[src/rtl/bank_arb.sv]
// bank_arb -- two-port arbiter in front of a single memory bank controller.
//
// Purpose:
//   Accepts one read or write request at a time from two requesters, issues
//   a one-cycle w_en/r_en pulse to bank_ctrl, and returns a one-cycle
//   completion pulse to the owning port.
//   The state sequence tracks bank_ctrl: IDLE=PRE, WR=WRITE, RD1=SENSE1,
//   RD2=SENSE2.
//
// Ports:
//   clk, rst_n                   clock (rising edge), async active-low reset
//   reqN_vld/we/addr/wdata       request from port N (N = 0,1)
//   reqN_rdy                     combinational grant; handshake = vld & rdy
//   w_en, r_en                   one-cycle bank command pulses
//   bank_addr, bank_wdata        address/data latched at acceptance
//   bank_rdata                   sense-amp data, sampled at the end of RD2
//   rspN_vld                     one-cycle completion pulse for port N
//   rsp_we                       completed op was a write (valid with rspN_vld)
//   rsp_rdata                    data of the most recent completed read
//
// Configuration:
//   BANK_ARB_FIXPRI_EN  defined   -> fixed priority, port 0 wins contention
//                       undefined -> round-robin, port 0 wins first contention
//
// State table:
//   IDLE | bank precharged, requests may be granted
//   WR   | write pulse on w_en
//   RD1  | first sense cycle, read pulse on r_en
//   RD2  | second sense cycle, bank_rdata valid at the closing edge

module bank_arb (
  input  logic        clk,
  input  logic        rst_n,

  input  logic        req0_vld,
  input  logic        req0_we,
  input  logic [5:0]  req0_addr,
  input  logic [15:0] req0_wdata,
  output logic        req0_rdy,

  input  logic        req1_vld,
  input  logic        req1_we,
  input  logic [5:0]  req1_addr,
  input  logic [15:0] req1_wdata,
  output logic        req1_rdy,

  output logic        w_en,
  output logic        r_en,
  output logic [5:0]  bank_addr,
  output logic [15:0] bank_wdata,
  input  logic [15:0] bank_rdata,

  output logic        rsp0_vld,
  output logic        rsp1_vld,
  output logic        rsp_we,
  output logic [15:0] rsp_rdata
);

  typedef enum logic [1:0] {
    IDLE = 2'd0,
    WR   = 2'd1,
    RD1  = 2'd2,
    RD2  = 2'd3
  } state_t;

  state_t      state_q;
  state_t      state_d;

  logic        gnt_vld;
  logic        gnt_port;
  logic        accept;
  logic        sel_we;
  logic [5:0]  sel_addr;
  logic [15:0] sel_wdata;

  logic        op_port_q;
  logic        op_done;

`ifndef BANK_ARB_FIXPRI_EN
  // Port granted most recently; reset to 1 so port 0 wins the first contention.
  logic        last_port_q;
`endif

  // ---------------------------------------------------------------------------
  // Arbitration
  // ---------------------------------------------------------------------------
  always_comb begin
    gnt_vld  = req0_vld | req1_vld;
    gnt_port = 1'b0;
`ifdef BANK_ARB_FIXPRI_EN
    gnt_port = ~req0_vld;
`else
    if (req0_vld && req1_vld) begin
      gnt_port = ~last_port_q;
    end else begin
      gnt_port = req1_vld;
    end
`endif
  end

  assign accept   = (state_q == IDLE) && gnt_vld;
  assign req0_rdy = accept && !gnt_port;
  assign req1_rdy = accept &&  gnt_port;

  always_comb begin
    sel_we    = req0_we;
    sel_addr  = req0_addr;
    sel_wdata = req0_wdata;
    if (gnt_port) begin
      sel_we    = req1_we;
      sel_addr  = req1_addr;
      sel_wdata = req1_wdata;
    end
  end

  // ---------------------------------------------------------------------------
  // FSM
  // ---------------------------------------------------------------------------
  always_ff @(posedge clk or negedge rst_n) begin
    if (!rst_n) begin
      state_q <= IDLE;
    end else begin
      state_q <= state_d;
    end
  end

  always_comb begin
    state_d = state_q;
    case (state_q)
      IDLE: begin
        if (accept) begin
          state_d = sel_we ? WR : RD1;
        end
      end
      WR:      state_d = IDLE;
      RD1:     state_d = RD2;
      RD2:     state_d = IDLE;
      default: state_d = IDLE;
    endcase
  end

  // WR and RD2 are the last cycles of their operations.
  assign op_done = (state_q == WR) || (state_q == RD2);

  // ---------------------------------------------------------------------------
  // Registered outputs and operation context
  // ---------------------------------------------------------------------------
  always_ff @(posedge clk or negedge rst_n) begin
    if (!rst_n) begin
      w_en       <= 1'b0;
      r_en       <= 1'b0;
      bank_addr  <= '0;
      bank_wdata <= '0;
      op_port_q  <= 1'b0;
      rsp0_vld   <= 1'b0;
      rsp1_vld   <= 1'b0;
      rsp_we     <= 1'b0;
      rsp_rdata  <= '0;
    end else begin
      // Pulses follow the next state so they line up with WR / RD1 exactly.
      w_en     <= (state_d == WR);
      r_en     <= (state_d == RD1);

      rsp0_vld <= op_done && !op_port_q;
      rsp1_vld <= op_done &&  op_port_q;

      if (accept) begin
        bank_addr  <= sel_addr;
        bank_wdata <= sel_wdata;
        op_port_q  <= gnt_port;
      end

      if (op_done) begin
        rsp_we <= (state_q == WR);
      end

      if (state_q == RD2) begin
        rsp_rdata <= bank_rdata;
      end
    end
  end

`ifndef BANK_ARB_FIXPRI_EN
  always_ff @(posedge clk or negedge rst_n) begin
    if (!rst_n) begin
      last_port_q <= 1'b1;
    end else if (accept) begin
      last_port_q <= gnt_port;
    end
  end
`endif

endmodule

[config.mk]
export PLATFORM = sky130hd
export DESIGN_NAME = bank_arb
export DESIGN_NICKNAME = d
export VERILOG_FILES = /design/src/rtl/bank_arb.sv
export SDC_FILE = /design/constraint.sdc
export NUM_CORES = 1
export LEC_CHECK = 0
export BUFFER_PORTS_ARGS = -buffer_cell sky130_fd_sc_hd__buf_2
export CAP_MARGIN = 20
export CORE_ASPECT_RATIO = 0.9
export CORE_UTILIZATION = 37
export DETAILED_ROUTE_END_ITERATION = 12
export PLACE_DENSITY_LB_ADDON = 0.15
export SLEW_MARGIN = 10
export SYNTH_ARGS = -nofsm -noshare
export SYNTH_HDL_FRONTEND = slang
export SYNTH_SLANG_ARGS = --single-unit
[constraint.sdc]
create_clock -name clk -period 1.9 [get_ports clk]
set_input_delay 0.095 -clock clk [delete_from_list [all_inputs] [get_ports clk]]
set_output_delay 0.095 -clock clk [all_outputs]
set_load 0.02 [all_outputs]
==> After elaboration in Yosys (flattened, before gate mapping) <==
Cells that the tools add are included.
W data, S select, Z words.
{ "totals": {"word_cells": 36, "inputBits": 66, "out_inout_bits": 45, "reg_bits": 47} }
{ "op_classes": {"n_eq_ne": 5, "mux": 7, "n_bitwise": 2, "n_reduce_logical": 11} }
{ "ops": {"columns": ["operator", "n"], "rows": [
  ["$mux W16", 1],
  ["$eq A2 B2 Y1 const B", 3],
  ["$logic_and A1 B1 Y1", 6],
  ["$mux W6", 1],
  ["$pmux W2 S3", 1],
  ["$eq A2 B1 Y1 const B", 2],
  ["$mux W2", 2],
  ["$logic_not A1 Y1", 2],
  ["$logic_not A2 Y1", 1],
  ["$mux W1", 2],
  ["$reduce_or A2 Y1", 1],
  ["$logic_or A1 B1 Y1", 1],
  ["$not A1 Y1", 1],
  ["$or A1 B1 Y1", 1]
]} }

==> Logic depth before layout (Yosys ltp) <==
{ "depth": {"word_depth": 7, "mapped_depth": 6} }

==> Worst setup path before layout <==
Ideal clock, no wire load.
{ "synth_path": {"path_kind": "register -> register", "from": "reg state_q[0]", "to": "reg bank_addr[0]", "setup_ns": 0.126, "required_time_ns": 1.774, "path_stages_with_launch": 7, "arrival_ns": 1.366, "path_slack_ns": 0.408, "path_cell_list": "dfrtp_1 -> buf_6 -> or2_1 -> buf_6 -> buf_6 -> o21a_1 -> a221o_1"} }
{ "synth_between": {"elab_chain_len": 2} }
{ "synth_lines": {"columns": ["element", "line_no", "text"], "rows": [
  ["start, declared", "66", "state_t state_q;"],
  ["start signal, assigned", "123", "state_q <= state_d;"],
  ["$logic_not A2 Y1", "101", "assign accept = (state_q == IDLE) && gnt_vld;"],
  ["$logic_and A1 B1 Y1", "101", null],
  ["end signal, assigned", "168", "bank_addr <= sel_addr;"],
  ["end, declared", "49", "output logic [5:0] bank_addr,"]
]} }
No other way between the ends.
A chain may end at the register's enable or synchronous reset.

==> Worst setup path in the final report <==
{ "layout_path": {"from": "reg state_q[0]", "to": "out req1_rdy"} }
{ "layout_between": {"elab_chain_len": 3} }
{ "layout_lines": {"columns": ["element", "line_no", "text"], "rows": [
  ["$logic_not A2 Y1", "101", null],
  ["$logic_and A1 B1 Y1", "101", null],
  ["$logic_and A1 B1 Y1", "103", "assign req1_rdy = accept && gnt_port;"],
  ["end, declared", "45", "output logic req1_rdy,"]
]} }
No other way between the ends.

==> key figures <==
Pwr
  • VDD IR max: roughly 0.77 mV
  • Tot Pwr: around 0.0047 W
  • Clock share of power: roughly 12%
  • P_leak: between 1 and 1.5 nW
  • Pint: between 0.002 and 0.003 W
  • Reg power frac: between 30% and 40%
  • Pwr/cell area: 1740 mW/mm²
  • Switching pwr: around 0.0018 W
  • Gate power share: 50.5%
  • Switching Share: between 30% and 40%

STA
  • Crit path time final: between 1.5 and 2 ns
  • Setup Skew: between 0.006 and 0.007 ns
  • Final WS setup: approximately 0.15 ns
  • Sum Neg Setup Slack: 0 ns
  • Relative slew slack: between 50% and 60%
  • Final setup fails: 0
  • Unrepaired setup endpoints after global routing: no
  • Final clock period utilization by the worst path: between 90% and 100%
  • Fin. Hold Viols: 0
  • Worst Tran Pin Value: just under 0.7 ns
  • Fin. max-slew vios: 0
  • Fmax: between 0.5 and 0.6 GHz

Detailed routing
  • Total Wirelength: about 4600 µm
  • DRT antenna net count: 0
  • WL per Instance: 14.5 µm
  • Vias per inst: around 4.9
  • First-pass DRT Iterations: 4
  • DRT iter0 DRCs: a little over 60
  • Via count: around 1,600
  • DRC Markers: 0

Synthesis
  • Number of synthesized flops with an enable pin: 0
  • Sequential fraction of the synthesis area: around three fifths
  • Synth Instances: 141
  • Mapped Nets: 207
  • Ys flop type: dfrtp_1
  • Synth top area cells: dfrtp_1 (58%), a221o_1 (11%), mux2_2 (9.1%), o21a_1 (8.4%), buf_6 (2.3%)
  • Synth Cell Area: between 0.0015 and 0.002 mm²
  • Post-synth cell types: 22
  • Mapped Avg Cell Area: roughly 14 µm²
  • Synthesis-stage register bit count: 47
  • Warnings from Yosys: 0
  • Top cell type's share of synthesized area: 58.4%
  • Largest area contributor in the netlist: dfrtp_1
  • Post-synth ARST share: 100%

Global route
  • Largest net degree at the start of global routing: 33
  • Global-route wire length before repair: approximately 7700 µm
  • GRT Overall Usage: 17.7%
  • Global route overflow: 0
  • Initial antenna violation count: 0
  • Vias in the first global route: between 1,500 and 2,000

Setup path
  • Critical path required time: between 1.5 and 2 ns
  • Reg-to-Reg End: bank_wdata[8]$_DFFE_PN0N_
  • Setup crit start kind: flip-flop
  • R2R setup slack: 0.27 ns
  • CP Cell Sequence: or2_1 > nor2_4 > buf_2
  • Delay-heaviest family, CP: simple AND/OR/NAND/NOR gates
  • Crit path capture type: primary output
  • Worst Path Max Fanout: 9
  • R2R Path Start: state_q[0]$_DFF_PN0_
  • Crit path kind: reg2out
  • Worst reg2reg path depth: 4
  • CP peak stage delay: ~0.44 ns
  • Crit path DAT: about 1.7 ns
  • Worst Path Buf+Inv: 1
  • Slowest library cell on the worst path: dfrtp_1

Final layout
  • Share of post-route cells with drive strength above 1: a little under three fifths
  • Finished Core Util: a little over half
  • Most common cell after layout, fill and taps aside: buf_2
  • Commonest cells after routing, fill and taps aside: buf_2 (110), dfrtp_1 (46), o21a_1 (22), a221o_1 (22), mux2_2 (16)
  • Layout fillers: about 460
  • Post-Layout Cell Count: roughly 320
  • Ant diodes: 0
  • Layout area overhead: 36.7%
  • Final nets: 321

Clock tree
  • H-tree depth: 2
  • CTS tree: yes
  • Worst-skew pair later-pin latency: 0.29 ns
  • Worst-path clk slew: around 0.090 ns
  • Clock buffer count from CTS: 5
  • Sinks on the clock net: 47
  • Postcts setup bufs: 0
  • CTS Buffer Depth: 2
  • Root Driver: clkbuf_8
  • Post-CTS sizing: 0

Floorplan
  • Starting density of the core: 39.6%
  • Die H: ~71 µm
  • Die area: approximately 0.0056 mm²
  • Num rows: 24
  • CORE AREA: approximately 0.0050 mm²
  • Die width: slightly below 80 µm
  • I/O pin cnt: around 110

Worst hold path
  • Worst Hold Class: in2reg
  • Hold Crit Start: req1_wdata[9]
  • WHS Endpoint: bank_wdata[9]$_DFFE_PN0N_
  • Hold depth: 2

Status
  • Status: finished clean

Place
  • DP Cell Count: 312
  • Placer Congestion: roughly 0.73
  • Pre-CTS setup slack: 0.276 ns
  • Post-DP HPWL: approximately 3500 µm
  • PortBufs: 110

Flow run
  • Max Cap Viol: 0
## metrics by stage
step / area [µm²] / hold slack (ns)
global route: 2700 / 0.0161
CTS: 2700 / 0.0169
floorplan: 1970 / -0.201
finish: 2700 / 0.0227
global placement: 2610 / 0.189
detailed placement: 2610 / 0.183
## area by class of cell
type	instances	area, µm²	share of cell area (%)
inverter	1	3.75	0.139
clock buffer	7	76.3	2.83
multi-input combinational	81	707	26.2
timing repair buffer	119	646	23.9
sequential	47	1180	43.7
clock inverter	1	5.00	0.186
tap	65	81.3	3.02
## state kept, by name (all words and copies together) (netlist names)
name and count:
rsp_we 1, op_port_q 1, state_q 2, bank_addr 6, rsp0_vld 1, r_en 1
rsp_rdata 16, last_port_q 1, rsp1_vld 1, bank_wdata 16, w_en 1
## cell families after synthesis
| kind of cell | synth area share [%] |
|---|---|
| compound gates | 21.8 |
| buf+inv | 4.57 |
| flops | 59.7 |
| mux | 10.2 |
| simple gates | 3.74 |
## routing by layer
| metal | routed length [µm] | part of all wire [%] | track usage [%] |
|---|---|---|---|
| met1 | 2190 | 47 | 26.4 |
| met3 | 333 | 7.2 | 4.59 |
| met2 | 2080 | 45 | 25.7 |
| met5 | 0 | 0 | 0 |
| met4 | 36 | 0.78 | 4.85 |
## power groups by stage
stage                     Clock, W  Sequential (W)  Combinational [W]
after floorplan                  0         0.00229            0.00112
after global placement           0         0.00176            0.00237
after detailed placement         0         0.00176            0.00239
after CTS                 0.000587         0.00175            0.00239
after global routing      0.000635         0.00182            0.00255
final                     0.000567         0.00175            0.00236
## cells in the mapped netlist (3+ instances only)
master / count
dfrtp_1: 46
a221o_1: 22
o21a_1: 22
mux2_2: 16
buf_6: 4
nor2_1: 4
buf_2: 3
clkbuf_1: 3
## worst max-delay path by stage
stage	cells past startpoint	slack, ns	endpoint	from
final	3	0.15	req1_rdy	state_q[0]$_DFF_PN0_
after global routing	3	0.004	req1_rdy	state_q[0]$_DFF_PN0_
after CTS	3	0.1	req1_rdy	state_q[0]$_DFF_PN0_
after detailed placement	4	0.28	bank_wdata[8]$_DFFE_PN0N_	state_q[0]$_DFF_PN0_
after global placement	4	0.30	bank_wdata[9]$_DFFE_PN0N_	state_q[0]$_DFF_PN0_
after floorplan	6	0.41	bank_addr[0]$_DFFE_PN0N_	state_q[0]$_DFF_PN0_
## what timing repair did
item / in CTS / in global routing
hold endpoints to repair: 29 / 0
endpoints found under the setup margin: 0 / 1
hold buffers: 1 / 0
(Power assumes the default switching activity.)
